$ cat config.mk
export PLATFORM = sky130hd
export DESIGN_NAME = scroll_ctrl
export DESIGN_NICKNAME = d
export VERILOG_FILES = /design/src/rtl/scroll_ctrl.sv
export SDC_FILE = /design/constraint.sdc
export NUM_CORES = 1
export LEC_CHECK = 0
export ABC_CLOCK_PERIOD_IN_PS = 3670
export CAP_MARGIN = 5
export CORE_AREA = 2 2 61 92
export CTS_BUF_LIST = sky130_fd_sc_hd__clkbuf_8
export DETAILED_ROUTE_END_ITERATION = 16
export DIE_AREA = 0 0 63 94
export DONT_BUFFER_PORTS = 1
export PLACE_DENSITY = 0.79
export SETUP_SLACK_MARGIN = 0.15
export SLEW_MARGIN = 10
export SYNTH_ARGS = -nofsm -noshare
export SYNTH_HDL_FRONTEND = slang
export SYNTH_SLANG_ARGS = --single-unit
$ cat constraint.sdc
create_clock -name CLOCK_50 -period 3.67 [get_ports CLOCK_50]
set_input_delay 0.367 -clock CLOCK_50 [delete_from_list [all_inputs] [get_ports CLOCK_50]]
set_output_delay 0.367 -clock CLOCK_50 [all_outputs]
set_load 0.01 [all_outputs]
$ cat src/rtl/scroll_ctrl.sv
// scroll_ctrl: scroll tick prescaler, wrapping 0..5 rotation position and a
// writable 6-entry message of 3-bit character codes. C5..C0 are the rotated
// codes fed to the per-digit seven-segment decoders.
module scroll_ctrl #(
    parameter int DIV = 50000000,
    parameter int CW  = 26
) (
    input  logic       CLOCK_50,
    input  logic       Resetn,
    input  logic       En,
    input  logic       Dir,
    input  logic       WrEn,
    input  logic [2:0] WrAddr,
    input  logic [2:0] WrData,
    output logic       Tick,
    output logic       Wrap,
    output logic [2:0] Pos,
    output logic [2:0] C5,
    output logic [2:0] C4,
    output logic [2:0] C3,
    output logic [2:0] C2,
    output logic [2:0] C1,
    output logic [2:0] C0
);

    logic [CW-1:0]   cnt;
    logic [5:0][2:0] msg;
    logic [5:0][2:0] c;
    logic            step;

    // a step happens on the En=1 edge that closes a DIV-clock period
    assign step = En && (cnt == CW'(DIV - 1));

    // prescaler: counts only while enabled so a pause resumes mid-period
    always_ff @(posedge CLOCK_50 or negedge Resetn) begin
        if (!Resetn)
            cnt <= '0;
        else if (En)
            cnt <= step ? '0 : cnt + 1'b1;
    end

    // position, Tick and Wrap all update on the step edge; Dir sampled only here
    always_ff @(posedge CLOCK_50 or negedge Resetn) begin
        if (!Resetn) begin
            Pos  <= 3'd0;
            Tick <= 1'b0;
            Wrap <= 1'b0;
        end else begin
            Tick <= step;
            Wrap <= step && (Dir ? (Pos == 3'd0) : (Pos == 3'd5));
            if (step) begin
                if (Dir)
                    Pos <= (Pos == 3'd0) ? 3'd5 : Pos - 3'd1;
                else
                    Pos <= (Pos == 3'd5) ? 3'd0 : Pos + 3'd1;
            end
        end
    end

    // message store; slots 6 and 7 do not exist so those writes drop
    always_ff @(posedge CLOCK_50 or negedge Resetn) begin
        if (!Resetn) begin
            for (int i = 0; i < 6; i++)
                msg[i] <= 3'(i);
        end else if (WrEn && (WrAddr <= 3'd5)) begin
            msg[WrAddr] <= WrData;
        end
    end

    // per-digit rotation: Ck = msg[(k+Pos) mod 6], 4-bit add with one
    // conditional subtract since both operands are at most 5
    for (genvar k = 0; k < 6; k++) begin : g_rot
        logic [3:0] sum;
        logic [2:0] idx;
        assign sum  = 4'(k) + {1'b0, Pos};
        assign idx  = (sum >= 4'd6) ? 3'(sum - 4'd6) : sum[2:0];
        assign c[k] = msg[idx];
    end

    assign C0 = c[0];
    assign C1 = c[1];
    assign C2 = c[2];
    assign C3 = c[3];
    assign C4 = c[4];
    assign C5 = c[5];

endmodule

# == After elaboration in Yosys (flattened, before gate mapping) ==
# Cells that the tools add are included.
# Widths: inputs -> output; s select.
# totals
register_bits,49
in_bits,11
out_inout_bits,23
wordCells,72
# classes
n_addsub,14
n_lt_le_gt_ge,15
eq_ne,2
muxes,26
n_reduce_logical,5
# op_table
op,count
$bmux 3 s3,6
$mux 3,16
$lt 3x4->1 const B,7
$add 26x1->26 const B,1
$eq 26x26->1 const B,1
$mux 26,1
$ge 4x3->1 const B,5
$bwmux 18,1
$sub 3x3->3 const B,6
$demux 3 s3,1
$add 2x3->4 const A,2
$add 3x3->4 const A,2
$add 1x3->4 const A,1
$logic_and 1x1->1,4
$add 3x1->3 const B,1
$eq 3x3->1 const B,1
$ge 3x1->1 const B,1
$ge 3x3->1 const B,1
$le 3x3->1 const B,1
$logic_not 3->1,1
$sub 3x1->3 const B,1
$mux 1,1

# == Longest topological paths before layout ==
# Gate-level depths: netlist of the first run.
# logic_depth
depth_word,5
ltp_mapped,10
ltp_nobuf,7

# == Least setup slack after synthesis of the first run ==
# OpenSTA, ideal clock, no wires.
# synth_timing
path_kind,flip-flop to output port
startpoint,register Pos[0]
endpoint,output C1[1]
arrival_time_ps,2468
required_ps,3303
slack_ps,835
path_stages_with_launch,11
n_path_buf,4
cell_sequence,dfrtp_1 -> buf_2 -> buf_4 -> buf_2 -> inv_1 -> ha_1 -> clkbuf_1 -> nand3_1 -> o221ai_1 -> mux2i_1 -> o22ai_1
# synth_between
elab_chain_len,5
elab_cells_between_ends,6
cone_classes,add/sub (2); order compare (1); mux (3)
# synth_lines
item,line_no,text
start: declaration,17,"output logic [2:0] Pos,"
start signal: assignment,53,Pos <= (Pos == 3'd0) ? 3'd5 : Pos - 3'd1;
start signal: assignment,55,Pos <= (Pos == 3'd5) ? 3'd0 : Pos + 3'd1;
$add 1x3->4 *,75,"assign sum = 4'(k) + {1'b0, Pos};"
$ge 4x3->1 / $sub 3x3->3 (equally long branches),76,assign idx = (sum >= 4'd6) ? 3'(sum - 4'd6) : sum[2:0];
$mux 3 *,76,
$bmux 3 s3 *,77,assign c[k] = msg[idx];
$mux 3 (implied by the code) *,77,
end: declaration,22,"output logic [2:0] C1,"
# Mark *: on every way between the ends. The rest lies on a longest branch, timed or not. The select of a mux whose other input is x is not followed.

# == Worst setup path after layout of the first run ==
# layout_timing
startpoint,register Pos[1]
endpoint,output C2[2]
# layout_between
elab_chain_len,5
elab_cells_between_ends,6
cone_classes,add/sub (2); order compare (1); mux (3)
# layout_lines
item,line_no,text
$add 2x3->4 *,75,
$ge 4x3->1 / $sub 3x3->3 (equally long branches),76,
$mux 3 *,76,
$bmux 3 s3 *,77,
$mux 3 (implied by the code) *,77,
end: declaration,21,"output logic [2:0] C2,"
# Marked as above.

==> out/qor.yml, run 1 <==
fillCellCount: 430
fp-row-count: 32
worst_path_most_repeated_cell: "inv_1"
cpPeakStageDelay_ns: 0.59
grt_pass1_vias: 2502
drv_slew: 0
grt-ovfl-total: 0
syn_nets: 363
grtUsageTotal_pct: 25.5
place_congestion: 0.836
syn_inst: 341
synth_cell_type_count: 52
drive_above_1_share_pct: 17.1
syn_area_um2: 3260
status: "finished clean"
utilization_pct: 67.7
top_layer: "met4"
fmax_mhz: 308
cp.arrival_ns: 2.88
wl_met3_um: 266
holdCritStartpoint: "En"
layout_common_cells: "dfrtp_1 (42), nand2_1 (32), mux2_2 (29)"
io_buffers: 0
drc: 0
leakage_nw: 1.43
hold_path_end: "cnt[1]$_DFFE_PN0P_"
cap_violations: 0
num_antenna_cells: 0
cp_num_cells: 7
clock_latency_ns: 0.31
hold_depth: 1
post-route-min-period_ns: 3.25
min_period_over_period_pct: 88.4
design.die.area_um2: 5920
slowest_stage: "dfrtp_1"
worst_slew_pin_slew_ns: 0.687
setup_viol: 0
routed_wl_um: 7040
drt_iter0_drc: 170
r2r_start: "cnt[16]$_DFFE_PN0P_"
fin_skew_ns: 0.00790
ioPinCount: 34
fp.dieW_um: 63
syn2layout_area_growth_pct: 5.61
worstPathCellList: "inv_1 > ha_1 > inv_1 > a211oi_1 > xnor2_1 > nor2_1 > o32ai_1"
worst-path-max-fanout: 9
critPathLaunchType: "flop"
met1_length_um: 2940
synth_seq_area_share_pct: 37.9
synth_edf_count: 0
clkSinkCount: 49
dp.final_hpwl_um: 5210
drtAntennaViolNets: 0
pwr_density_cell_nw_per_um2: 400
die_h_um: 94
synth-warning-count: 0
endpoint_kind: "output pin"
wl_per_cell_um: 17.1
peakVddDrop_v: 0.000231
path_clk_slew_ns: 0.09
cts_setup_buffers: 0
cts_max_level: 2
vias: 2547
cp_top_family: "compound AO/OA/AOI/OAI gates"
max_slew_margin_pct: 54.0
synth_top_area_share_pct: 32.3
start_util_pct: 64.1
synth_async_sr_flop_share_pct: 100
layout_commonest_cell: "dfrtp_1"
tns_ns: 0
clk_path_buf_depth: 2
grt_max_degree: 50
synth_seq_cells: 49
avgSynthCellArea_um2: 9.55
yosys.area.top_type: "dfrtp_1"
cts_tree: "yes"
rrSetupSlack_ns: 1.68
r2r_cells: 5
design.core.area_um2: 5080
required_ns: 3.30
root_buffer: "clkbuf_8"
ys.flop_type: "dfrtp_1"
wl_met2_um: 3680
path_class: "reg2out"
vias_per_cell: 6.17
hold_violations: 0
rsz0062_at_grt: "no"
cts_buffers: 5
nets: 366
synthTopCellsByArea: "dfrtp_1 (32%), mux2_2 (10%), dfstp_2 (5.6%)"
antenna_found_initial: 0
first_pass_iters: 4
cp.buffers_inverters: 2
grt_pass1_wl_um: 11900
r2r_end: "Pos[2]$_DFFE_PN0P_"
hold_class: "in2reg"
stage by stage:
stage | hold slack, ns | worst slack (ns) | total power, mW | area, um2 | std cells
floorplan | 0.0714 | 0.835 | 0.978 | 3260 | 341
global placement | 0.0735 | 0.912 | 1.04 | 3320 | 403
CTS | 0.147 | 0.454 | 1.38 | 3440 | 413
detailed placement | 0.0727 | 0.799 | 1.06 | 3320 | 403
finish | 0.146 | 0.425 | 1.38 | 3440 | 413
global route | 0.151 | 0.194 | 1.45 | 3440 | 413
worst reg2reg max path, delay by kind of cell (launching register included):
family / cells / cell delay [ns]
flip-flops: 1 / 0.47
AND/OR/NAND/NOR: 3 / 1.14
AO/OA/AOI/OAI: 2 / 0.26
final cells by class:
class | instances | area (um2) | area share (%)
clock buffer | 5 | 68.8 | 2.00
clock inverter | 3 | 13.8 | 0.400
inverter | 12 | 45.0 | 1.31
multi-input combinational | 270 | 1930 | 56.0
sequential | 49 | 1230 | 35.9
tap | 68 | 85.1 | 2.47
timing repair buffer | 6 | 67.6 | 1.96
how the worst max path moves through the flow:
stage	from	to	slack, ns
floorplan	Pos[0]$_DFFE_PN0P_	C1[1]	0.83
global placement	Pos[1]$_DFFE_PN0P_	C2[2]	0.91
detailed placement	Pos[1]$_DFFE_PN0P_	C2[0]	0.80
CTS	Pos[1]$_DFFE_PN0P_	C2[0]	0.45
global route	Pos[1]$_DFFE_PN0P_	C2[0]	0.19
finish	Pos[1]$_DFFE_PN0P_	C2[2]	0.42
synth_stat cells (3+ instances only):
library cell and instances:
nand2b_1 7, a22oi_1 3, nor3_1 7, mux2i_1 16
and2_1 3, dfrtp_1 42, xor2_1 13, inv_1 11
mux2_2 29, xnor2_1 10, buf_2 6, nor3b_1 3
ha_1 11, a21oi_1 10, o211ai_1 3, nor2_1 27
nand2_1 32, o32ai_1 3, nand3_1 14, and3_1 3
nor2b_1 6, o21ai_1 4, nand4_1 10, a211oi_1 4
o22ai_1 9, o21ai_0 15, dfstp_2 7
routing by layer:
metal / vias up / GRT usage (%)
li1: 1236 / -
met1: 1242 / 30.3
met2: 56 / 45.6
met3: 13 / 3.72
met4: 0 / 10.7
met5: - / 0
registers in the layout, indices dropped and copies added (netlist names):
register	cells
Pos	3
Tick	1
Wrap	1
cnt	26
msg	18
timing repair:
action / CTS / global route
endpoints found under the hold margin: 49 / 0
hold buffers: 2 / 0
resized for setup: 0 / 0
kinds of logic after synthesis:
| group | count (synthesis) | synth area share, % |
|---|---|---|
| muxes | 45 | 14.9 |
| adders and majority gates | 11 | 4.22 |
| and+or+nand+nor | 126 | 20.7 |
| buffers and inverters | 22 | 3.00 |
| DFF | 49 | 37.9 |
| AOI/OAI and AO/OA | 65 | 13.1 |
| xor gates and xnor gates | 23 | 6.18 |
power by group:
part	internal, mW	total (mW)	switching (mW)	leakage, nW
logic	0.155	0.345	0.190	0.775
clock network	0.130	0.312	0.182	0.0491
registers	0.631	0.719	0.0874	0.607
Power figures use the tool's default switching activity.
==> run 2, diff against run 1 <==
--- a/config.mk
+++ b/config.mk
@@ -7,12 +7,14 @@
 export LEC_CHECK = 0
 export ABC_CLOCK_PERIOD_IN_PS = 3670
 export CAP_MARGIN = 5
-export CORE_AREA = 2 2 61 92
+export CELL_PAD_IN_SITES_DETAIL_PLACEMENT = 1
+export CELL_PAD_IN_SITES_GLOBAL_PLACEMENT = 2
+export CORE_AREA = 2 2 75 113
 export CTS_BUF_LIST = sky130_fd_sc_hd__clkbuf_8
 export DETAILED_ROUTE_END_ITERATION = 16
-export DIE_AREA = 0 0 63 94
+export DIE_AREA = 0 0 77 115
 export DONT_BUFFER_PORTS = 1
-export PLACE_DENSITY = 0.79
+export PLACE_DENSITY = 0.91
 export SETUP_SLACK_MARGIN = 0.15
 export SLEW_MARGIN = 10
 export SYNTH_ARGS = -nofsm -noshare
==> run 2 against run 1 <==
Effect of this change: hold slack about the same; core utilization fell by 23 points; setup slack worse by 0.018 ns; clock power barely moved; critical path depth increased by 1; non-clock buffer count grew 1; first-iteration DRC count shrank 24%; final area is 1.6% higher; largest power group unchanged; highest routed layer unchanged.
==> out/qor.yml, run 2 (same netlist as run 1, synthesis figures left out) <==
path_class: "reg2out"  # unchanged
routed_wl_um: 7880  # was 7040 um
drc: 0  # unchanged
largest_register_ffs: 26  # unchanged
rsz0062_at_grt: "no"  # unchanged
r2r_cells: 6  # was 5
worst_slew_pin_slew_ns: 0.703  # was 0.687 ns
design.core.area_um2: 7910  # was 5080 um2
endpoint_kind: "output pin"  # unchanged
clock_latency_ns: 0.31  # about the same
grt_pass1_vias: 2736  # was 2502
fillCellCount: 967  # was 430
largestRegisters: "cnt (26), msg (18), Pos (3)"  # unchanged
switching_share_pct: 33.6  # was 33.4%
num_antenna_cells: 0  # unchanged
ioPinCount: 34  # unchanged
internal-power_uw: 922  # was 916 uW
drive_above_1_share_pct: 17.3  # was 17.1%
post-route-min-period_ns: 3.26  # was 3.25 ns
multi_input_area_um2: 1930  # unchanged
fmax_mhz: 306  # was 308 MHz
cap_violations: 0  # unchanged
hold_class: "in2reg"  # unchanged
layout_commonest_cell: "dfrtp_1"  # unchanged
io_buffers: 0  # unchanged
clk_path_buf_depth: 2  # unchanged
final-seq-area_um2: 1230  # unchanged
fp-row-count: 40  # was 32
syn2layout_area_growth_pct: 7.26  # was 5.61%
min_period_over_period_pct: 88.9  # was 88.4%
r2r_end: "cnt[0]$_DFFE_PN0P_"  # was Pos[2]$_DFFE_PN0P_
status: "finished clean"  # unchanged
pwr_density_cell_nw_per_um2: 397  # was 400 nW/um2
cts_max_level: 2  # unchanged
dp_cells: 441  # was 403
drt_iter0_drc: 130  # was 170
tns_ns: 0  # unchanged
fp.dieW_um: 77  # was 63 um
grtUsageTotal_pct: 19.4  # was 25.5%
finalPower_mw: 1.39  # was 1.38 mW
place_congestion: 0.846  # was 0.836
hold_violations: 0  # unchanged
setup_slack_ns: 0.407  # was 0.425 ns
peakVddDrop_v: 0.000353  # was 0.000231 V
switching_power_uw: 466  # was 460 uW
drv_slew: 0  # unchanged
grt_pass1_wl_um: 13700  # was 11900 um
power.share.sequential_pct: 51.8  # was 52.2%
cp.arrival_ns: 2.90  # was 2.88 ns
cts_setup_buffers: 0  # unchanged
fin_skew_ns: 0.00808  # was 0.00790 ns
critPathLaunchType: "flop"  # unchanged
rrSetupSlack_ns: 1.61  # was 1.68 ns
die_h_um: 115  # was 94 um
top_register: "cnt"  # unchanged
design.die.area_um2: 8860  # was 5920 um2
dp_slack_ns: 0.789  # was 0.799 ns
wl_per_cell_um: 17.5  # was 17.1 um
path_clk_slew_ns: 0.09  # about the same
worst-path-max-fanout: 9  # unchanged
combPwrFrac_pct: 25.7  # was 25.1%
start_util_pct: 41.2  # was 64.1%
drtAntennaViolNets: 0  # unchanged
first_pass_iters: 4  # unchanged
required_ns: 3.30  # about the same
vias_per_cell: 5.65  # was 6.17
pwr-share-clk_pct: 22.5  # was 22.7%
root_buffer: "clkbuf_8"  # unchanged
grt_max_degree: 50  # unchanged
grt-ovfl-total: 0  # unchanged
layout_common_cells: "dfrtp_1 (42), nand2_1 (32), mux2_2 (29)"  # unchanged
holdCritStartpoint: "En"  # unchanged
dp.final_hpwl_um: 6000  # was 5210 um
clkSinkCount: 49  # unchanged
nets: 367  # was 366
r2r_start: "cnt[16]$_DFFE_PN0P_"  # unchanged
leakage_nw: 1.44  # was 1.43 nW
stdcell_count: 451  # was 413
cts_tree: "yes"  # unchanged
antenna_found_initial: 0  # unchanged
hold_depth: 1  # unchanged
hold_path_end: "cnt[1]$_DFFE_PN0P_"  # unchanged
vias: 2547  # unchanged
max_slew_margin_pct: 52.7  # was 54.0%
setup_viol: 0  # unchanged
cts_buffers: 5  # unchanged
==> run 2: cell count changes in the layout (fill, tap and decap cells not counted) <==
cell,delta
buf_4,+1
==> run 2: critical path: stages, from the launching register on <==
cell	delay, ns
dfrtp_1	0.59
inv_1	0.22
ha_1	0.42
inv_1	0.08
a211oi_1	0.07
xnor2_1	0.52
nor2_1	0.11
o32ai_1	0.39
buf_4	0.19
==> run 2: metrics by stage <==
stage	area, um2	hold slack, ns	utilization, %
finish	3490	0.146	44.2
global route	3490	0.144	44.2
CTS	3490	0.133	44.2
detailed placement	3370	0.0744	42.7
global placement	3370	0.0742	42.7
floorplan	3260	0.0714	-
==> run 2: area by class of cell <==
type,instances,area share [%]
multi-input combinational,270,55.1
sequential,49,35.3
tap,105,3.76
timing repair buffer,7,2.15
clock buffer,5,1.97
inverter,12,1.29
clock inverter,3,0.394
==> run 2: timing repair <==
| item | 4_1_cts | 5_1_grt |
|---|---|---|
| resized for setup | 0 | 0 |
| hold endpoints to repair | 49 | 0 |
| hold buffers | 2 | 0 |
==> run 2: layer usage <==
metal / part of all wire, % / wire, um / GRT usage [%]
met5: 0 / 0 / 0
met4: 1.9 / 152 / 6.67
met3: 2.7 / 211 / 3.69
met2: 52 / 4110 / 34.6
met1: 43 / 3400 / 23.4
==> run 2: power groups by stage <==
| stage | Sequential, mW | Combinational [mW] | Clock (mW) |
|---|---|---|---|
| global route | 0.737 | 0.400 | 0.347 |
| finish | 0.719 | 0.357 | 0.312 |
| detailed placement | 0.730 | 0.347 | 0 |
| CTS | 0.720 | 0.364 | 0.323 |
| floorplan | 0.706 | 0.273 | 0 |
| global placement | 0.722 | 0.336 | 0 |
==> run 2: how the worst max path moves through the flow <==
stage,from,to,slack (ns),depth (start not counted)
final,Pos[1]$_DFFE_PN0P_,C2[2],0.41,8
after floorplan,Pos[0]$_DFFE_PN0P_,C1[1],0.83,10
after detailed placement,Pos[1]$_DFFE_PN0P_,C2[2],0.79,8
after CTS,Pos[1]$_DFFE_PN0P_,C2[2],0.41,8
after global routing,Pos[1]$_DFFE_PN0P_,C2[2],0.16,8
after global placement,Pos[1]$_DFFE_PN0P_,C2[2],0.86,8
